==> src/rtl/mux_arb_n_to_1_pkg.sv <==
// Shared definitions for the N-to-1 registered multiplexer/arbiter.
package mux_arb_n_to_1_pkg;

    localparam int MUX_MODE_SEL = 0;
    localparam int MUX_MODE_RR  = 1;

    // Widest request vector the shared round-robin search supports.
    localparam int RR_MAX_REQ = 32;

    typedef enum logic {
        ST_EMPTY = 1'b0,
        ST_FULL  = 1'b1
    } out_state_t;

    // One-hot grant for the first set request at or after (ptr+1), wrapping modulo n.
    // Returns all zeros when no request is set.
    function automatic logic [RR_MAX_REQ-1:0] rr_next_grant(
        input logic [RR_MAX_REQ-1:0] req,
        input int unsigned           ptr,
        input int unsigned           n
    );
        logic [RR_MAX_REQ-1:0] gnt;
        logic                  found;
        int unsigned           idx;
        gnt   = '0;
        found = 1'b0;
        for (int unsigned i = 1; i <= RR_MAX_REQ; i++) begin
            if (i <= n && !found) begin
                idx = (ptr + i) % n;
                if (req[idx]) begin
                    gnt[idx] = 1'b1;
                    found    = 1'b1;
                end
            end
        end
        return gnt;
    endfunction

endpackage

==> src/rtl/mux_arb_n_to_1_if.sv <==
// Channel-side and consumer-side handshake bundle of the N-to-1 multiplexer.
interface mux_arb_n_to_1_if #(
    parameter int WIDTH  = 32,
    parameter int NUM_IN = 4
);
    localparam int SEL_W = $clog2(NUM_IN);

    logic [NUM_IN*WIDTH-1:0] in_data;
    logic [NUM_IN-1:0]       in_valid;
    logic [NUM_IN-1:0]       in_ready;
    logic [SEL_W-1:0]        sel;
    logic [WIDTH-1:0]        out_data;
    logic [SEL_W-1:0]        out_src;
    logic                    out_valid;
    logic                    out_ready;

    modport master (
        output in_data, in_valid, sel, out_ready,
        input  in_ready, out_data, out_src, out_valid
    );

    modport slave (
        input  in_data, in_valid, sel, out_ready,
        output in_ready, out_data, out_src, out_valid
    );

endinterface

==> src/rtl/mux_arb_n_to_1_rr_arbiter.sv <==
// Round-robin arbiter: pointer register plus one-hot grant; pointer moves only on advance.
module mux_arb_n_to_1_rr_arbiter
    import mux_arb_n_to_1_pkg::*;
#(
    parameter int NUM_IN = 4
) (
    input  logic                      clk,
    input  logic                      rst_n,
    input  logic [NUM_IN-1:0]         req,
    input  logic                      advance,
    output logic [NUM_IN-1:0]         grant,
    output logic [$clog2(NUM_IN)-1:0] grant_idx
);
    localparam int SEL_W = $clog2(NUM_IN);

    logic [SEL_W-1:0]      ptr;
    logic [RR_MAX_REQ-1:0] gnt_full;

    // Search upward from ptr+1 and encode the winning channel.
    always_comb begin
        gnt_full  = rr_next_grant(RR_MAX_REQ'(req), 32'(ptr), NUM_IN);
        grant     = gnt_full[NUM_IN-1:0];
        grant_idx = '0;
        for (int i = 0; i < NUM_IN; i++) begin
            if (grant[i]) grant_idx = SEL_W'(i);
        end
    end

    // Pointer starts at the last channel so channel 0 wins first after reset.
    always_ff @(posedge clk or negedge rst_n) begin
        if (!rst_n)       ptr <= SEL_W'(NUM_IN - 1);
        else if (advance) ptr <= grant_idx;
    end

endmodule

==> src/rtl/mux_arb_n_to_1.sv <==
// Registered N-to-1 word multiplexer with valid/ready handshake; explicit select or round-robin.
module mux_arb_n_to_1
    import mux_arb_n_to_1_pkg::*;
#(
    parameter int WIDTH  = 32,
    parameter int NUM_IN = 4,
    parameter int MODE   = MUX_MODE_SEL
) (
    input  logic          clk,
    input  logic          rst_n,
    mux_arb_n_to_1_if.slave bus
);
    localparam int SEL_W = $clog2(NUM_IN);

    out_state_t       state, state_nxt;
    logic             load_en;
    logic             transfer;
    logic [NUM_IN-1:0] in_ready_int;
    logic [SEL_W-1:0] xfer_idx;
    logic [WIDTH-1:0] sel_word;
    logic [WIDTH-1:0] out_data_q;
    logic [SEL_W-1:0] out_src_q;

    assign load_en = (state == ST_EMPTY) || bus.out_ready;

    generate
        if (MODE == MUX_MODE_RR) begin : g_rr
            logic [NUM_IN-1:0] grant;
            logic [SEL_W-1:0]  grant_idx;

            mux_arb_n_to_1_rr_arbiter #(.NUM_IN(NUM_IN)) u_rr_arbiter (
                .clk       (clk),
                .rst_n     (rst_n),
                .req       (bus.in_valid),
                .advance   (transfer),
                .grant     (grant),
                .grant_idx (grant_idx)
            );

            assign in_ready_int = load_en ? grant : '0;
            assign xfer_idx     = grant_idx;
        end else begin : g_sel
            // Out-of-range selects (non-power-of-two NUM_IN) pick no channel at all.
            logic sel_ok;
            assign sel_ok       = {1'b0, bus.sel} < (SEL_W+1)'(NUM_IN);
            assign in_ready_int = (load_en && sel_ok) ? (NUM_IN'(1) << bus.sel) : '0;
            assign xfer_idx     = bus.sel;
        end
    endgenerate

    assign transfer = |(bus.in_valid & in_ready_int);

    // Word mux driven only by the chosen index, so in_data never reaches an output combinationally.
    always_comb begin
        sel_word = '0;
        for (int i = 0; i < NUM_IN; i++) begin
            if (xfer_idx == SEL_W'(i)) sel_word = bus.in_data[i*WIDTH +: WIDTH];
        end
    end

    // Output register occupancy: a load wins over a drain in the same cycle.
    always_comb begin
        state_nxt = state;
        if (transfer)                                 state_nxt = ST_FULL;
        else if (state == ST_FULL && bus.out_ready)   state_nxt = ST_EMPTY;
    end

    // Occupancy state register.
    always_ff @(posedge clk or negedge rst_n) begin
        if (!rst_n) state <= ST_EMPTY;
        else        state <= state_nxt;
    end

    // Data and source tag load on transfer and otherwise hold their last values.
    always_ff @(posedge clk or negedge rst_n) begin
        if (!rst_n) begin
            out_data_q <= '0;
            out_src_q  <= '0;
        end else if (transfer) begin
            out_data_q <= sel_word;
            out_src_q  <= xfer_idx;
        end
    end

    assign bus.in_ready  = in_ready_int;
    assign bus.out_data  = out_data_q;
    assign bus.out_src   = out_src_q;
    assign bus.out_valid = (state == ST_FULL);

endmodule

==> src/flat_wrapper.sv <==
// flat-port wrapper written by rule: the top's interface ports become plain ports
module mux_arb_n_to_1_flat import mux_arb_n_to_1_pkg::*;
#(
    parameter int WIDTH  = 32,
    parameter int NUM_IN = 4,
    parameter int MODE   = MUX_MODE_SEL
)
  (clk, rst_n, bus_in_data, bus_in_valid, bus_sel, bus_out_ready, bus_in_ready, bus_out_data, bus_out_src, bus_out_valid);
  mux_arb_n_to_1_if #(.WIDTH(WIDTH), .NUM_IN(NUM_IN)) bus_i ();
  input  logic clk;
  input  logic rst_n;
  input wire logic [$bits(bus_i.in_data)-1:0] bus_in_data;
  input wire logic [$bits(bus_i.in_valid)-1:0] bus_in_valid;
  input wire logic [$bits(bus_i.sel)-1:0] bus_sel;
  input wire logic [$bits(bus_i.out_ready)-1:0] bus_out_ready;
  output wire logic [$bits(bus_i.in_ready)-1:0] bus_in_ready;
  output wire logic [$bits(bus_i.out_data)-1:0] bus_out_data;
  output wire logic [$bits(bus_i.out_src)-1:0] bus_out_src;
  output wire logic [$bits(bus_i.out_valid)-1:0] bus_out_valid;
  assign bus_i.in_data = bus_in_data;
  assign bus_i.in_valid = bus_in_valid;
  assign bus_i.sel = bus_sel;
  assign bus_i.out_ready = bus_out_ready;
  assign bus_in_ready = bus_i.in_ready;
  assign bus_out_data = bus_i.out_data;
  assign bus_out_src = bus_i.out_src;
  assign bus_out_valid = bus_i.out_valid;
  mux_arb_n_to_1 #(.WIDTH(WIDTH), .NUM_IN(NUM_IN), .MODE(MODE)) u_core (.clk(clk), .rst_n(rst_n), .bus(bus_i));
endmodule
==> config.mk <==
export PLATFORM = sky130hd
export DESIGN_NAME = mux_arb_n_to_1_flat
export DESIGN_NICKNAME = d
export VERILOG_FILES = /design/src/rtl/mux_arb_n_to_1_pkg.sv /design/src/rtl/mux_arb_n_to_1_if.sv /design/src/rtl/mux_arb_n_to_1_rr_arbiter.sv /design/src/rtl/mux_arb_n_to_1.sv /design/src/flat_wrapper.sv
export SDC_FILE = /design/constraint.sdc
export NUM_CORES = 1
export LEC_CHECK = 0
export CAP_MARGIN = 20
export CELL_PAD_IN_SITES_DETAIL_PLACEMENT = 0
export CELL_PAD_IN_SITES_GLOBAL_PLACEMENT = 2
export CORE_ASPECT_RATIO = 0.5
export CORE_UTILIZATION = 19
export DETAILED_ROUTE_END_ITERATION = 6
export PLACE_DENSITY = 0.85
export SLEW_MARGIN = 20
export SYNTH_ARGS = -nofsm -noshare
export SYNTH_HDL_FRONTEND = slang
export SYNTH_SLANG_ARGS = --single-unit
==> constraint.sdc <==
create_clock -name clk -period 2.2 [get_ports clk]
set_input_delay 0.66 -clock clk [delete_from_list [all_inputs] [get_ports clk]]
set_output_delay 0.66 -clock clk [all_outputs]
set_load 0.05 [all_outputs]
==> results <==
==> cells by family (layout without fill, tap and decap cells) <==
kind of cell,after synthesis,count (layout),share of synthesized area (%)
and+or+nand+nor,10,10,2.64
muxes,67,67,51.3
AOI/OAI and AO/OA,2,2,1.21
DFF,35,35,40.2
buffers and inverters,12,197,4.65
==> layer usage <==
metal  part of all wire (%)  GRT usage [%]
met1                     38           14.1
met2                     57           25.1
met3                    3.5           3.02
met4                    1.9           4.50
met5                      0              0
==> flip-flops by register name, indices dropped and copies added, names as in the netlist <==
name	flops
u_core.bus.out_valid	1
u_core.bus.out_data	32
u_core.bus.out_src	2
==> metrics by stage <==
step	cell area [um2]	setup WS, ns	total power, mW	setup TNS, ns	utilization [%]
after floorplan	2210	0.0108	1.89	0	-
after global placement	4120	-0.154	2.56	-4.38	37.2
after detailed placement	4120	-0.180	2.59	-5.50	37.2
after CTS	4260	0.0390	3.28	0	38.4
after global routing	4260	0.00423	3.38	0	38.4
final	4260	0.0335	3.22	0	38.4
==> critical path, stage by stage <==
cell           delay (ns)
dlygate4sd2_1        0.25
nand2b_1             0.20
and3_2               0.25
buf_12               0.15
==> final cells by class <==
| class | instances | area, um2 | share of cell area, % |
|---|---|---|---|
| Tap cell | 145 | 181 | 4.26 |
| Sequential cell | 35 | 876 | 20.6 |
| Clock inverter | 1 | 5.00 | 0.118 |
| Timing Repair Buffer | 188 | 1820 | 42.8 |
| Clock buffer | 7 | 133 | 3.12 |
| Multi-Input combinational cell | 79 | 1230 | 29.0 |
| Inverter | 1 | 3.75 | 0.0882 |
==> layout by cell type (no fill, tap or decap), drive strengths merged <==
cell	n
clkdlybuf4s50	147
buf	40
dfrtp	35
mux2	34
mux4	32
clkbuf	7
nand2	2
nor3	2
nand2b	1
nor2	1
nor2b	1
nor3b	1
and3	1
mux2i	1
a31oi	1
inv	1
nand3	1
o21ai	1
clkinv	1
dlygate4sd2	1
==> power breakdown <==
| group | internal (mW) | total [mW] | switching (mW) |
|---|---|---|---|
| combinational | 0.731 | 1.65 | 0.920 |
| clock | 0.418 | 0.669 | 0.251 |
| sequential | 0.815 | 0.904 | 0.0886 |
| total | 1.96 | 3.22 | 1.26 |
==> worst min-delay path by stage <==
| stage | start | end | slack [ns] |
|---|---|---|---|
| final | rst_n | u_core.bus.out_data[21]$_DFFE_PN0P_ | 0.37 |
| after global routing | rst_n | u_core.bus.out_data[23]$_DFFE_PN0P_ | 0.43 |
| after CTS | rst_n | u_core.bus.out_data[21]$_DFFE_PN0P_ | 0.39 |
| after detailed placement | u_core.bus.out_data[21]$_DFFE_PN0P_ | u_core.bus.out_data[21]$_DFFE_PN0P_ | 0.48 |
| after global placement | u_core.bus.out_src[0]$_DFFE_PN0P_ | u_core.bus.out_src[0]$_DFFE_PN0P_ | 0.48 |
| after floorplan | rst_n | u_core.bus.out_data[0]$_DFFE_PN0P_ | 0.36 |
==> impl_metrics.ini <==
[logic_synthesis]
synth_nets = 263
ys.flop_type = dfrtp_1
synth-seq-cells = 35
syn_inst = 126
synth_edf_count = 0
synth_most_common_cell = dfrtp_1
yosysUniqueCellTypes = 21
yosysTopAreaCell = dfrtp_1
netlist_top_cells_count = 35 x dfrtp_1, 32 x mux4_2, 29 x mux2_2
synth_area_leaders = dfrtp_1 40%, mux4_2 33%, mux2_2 15%
synth_area_per_cell_um2 = 17.3
ys_seq_area_share_pct = 40.2
async_flop_share_pct = 100
yosys_warnings = 0
syn_area_um2 = 2180
synthDominantCellAreaShare_pct = 40.2

[power_and_ir_drop]
power.leakage_nw = 1.66
p_per_area_nw_per_um2 = 757
ir_worst_vdd_uv = 241

[setup_path]
reg2reg_depth = 6
cp-end-kind = primary output
regToRegSetupSlack_ns = 0.52
critPathKind = in -> out
reg2reg_to = u_core.bus.out_src[0]$_DFFE_PN0P_
crit_arrival_ns = 1.51
cp.required_ns = 1.54
critPathMaxFanout = 3
crit_start = bus_out_ready
cp-start-kind = input port
crit_path_end = bus_in_ready[3]
r2r-start = u_core.bus.out_valid$_DFFE_PN0P_

[layout]
area_delta_synth_final_pct = 95.4
antenna_cells = 0
fin_nets = 447
finalNonFillerCells = 456
drive_gt1_share_pct = 37.0
fillers = 1074

[drt]
via_per_inst = 4.23
dr.pass1.iters = 4
ant_nets = 0
drtIter0Drc = 24
vias = 1928
routed_wl_um = 7420
wl_per_cell_um = 16.3
drcViolationCount = 0

[global_routing]
grt_max_degree = 26
grt_first_pass_wirelength_um = 11900
grt_usage_pct = 13.0
grt_pass1_vias = 2251
overflow = 0
antenna_found_initial = 0

[floorplanning]
die_y_um = 77.7
start_util_pct = 19.7
rows = 27
io_pins = 176
dieArea_um2 = 11900
dieWidth_um = 153
design.core.area_um2 = 11100

[clocking]
cts_hold_buf = 0
clkTransAtPathRegs_ns = 0.05
ctsResizeCount = 2
cts_root_buf = clkbuf_16
post_cts_buffers = 0
cts_tree = built
cts_buffers = 5
insertion_delay_ns = 0.28
h-tree-depth = 2
clock_path_buffers = 2
cts.sinks = 35

[timing]
slew_violations = 0
rsz0062_at_grt = false
slew_headroom_pct = 62.7
fin_worst_skew_ns = 0.00368
finalCriticalPeriod_ns = 2.17
timing.fmax_mhz = 462
setup-violations-final = 0
tightest_slew_ns = 0.559
hold_violations = 0
holdWs_ns = 0.374
post-route-period-util_pct = 98.5

[run_status]
outcome = finished, final reports clean

[place]
place.gp.congestion = 0.770
dp_cells = 448
io_buffers = 175
hpwl_um = 6410

[min_path]
hold_path_class = in -> async

[flow_run]
maxCapViolations = 0
(Power assumes the default switching activity.)
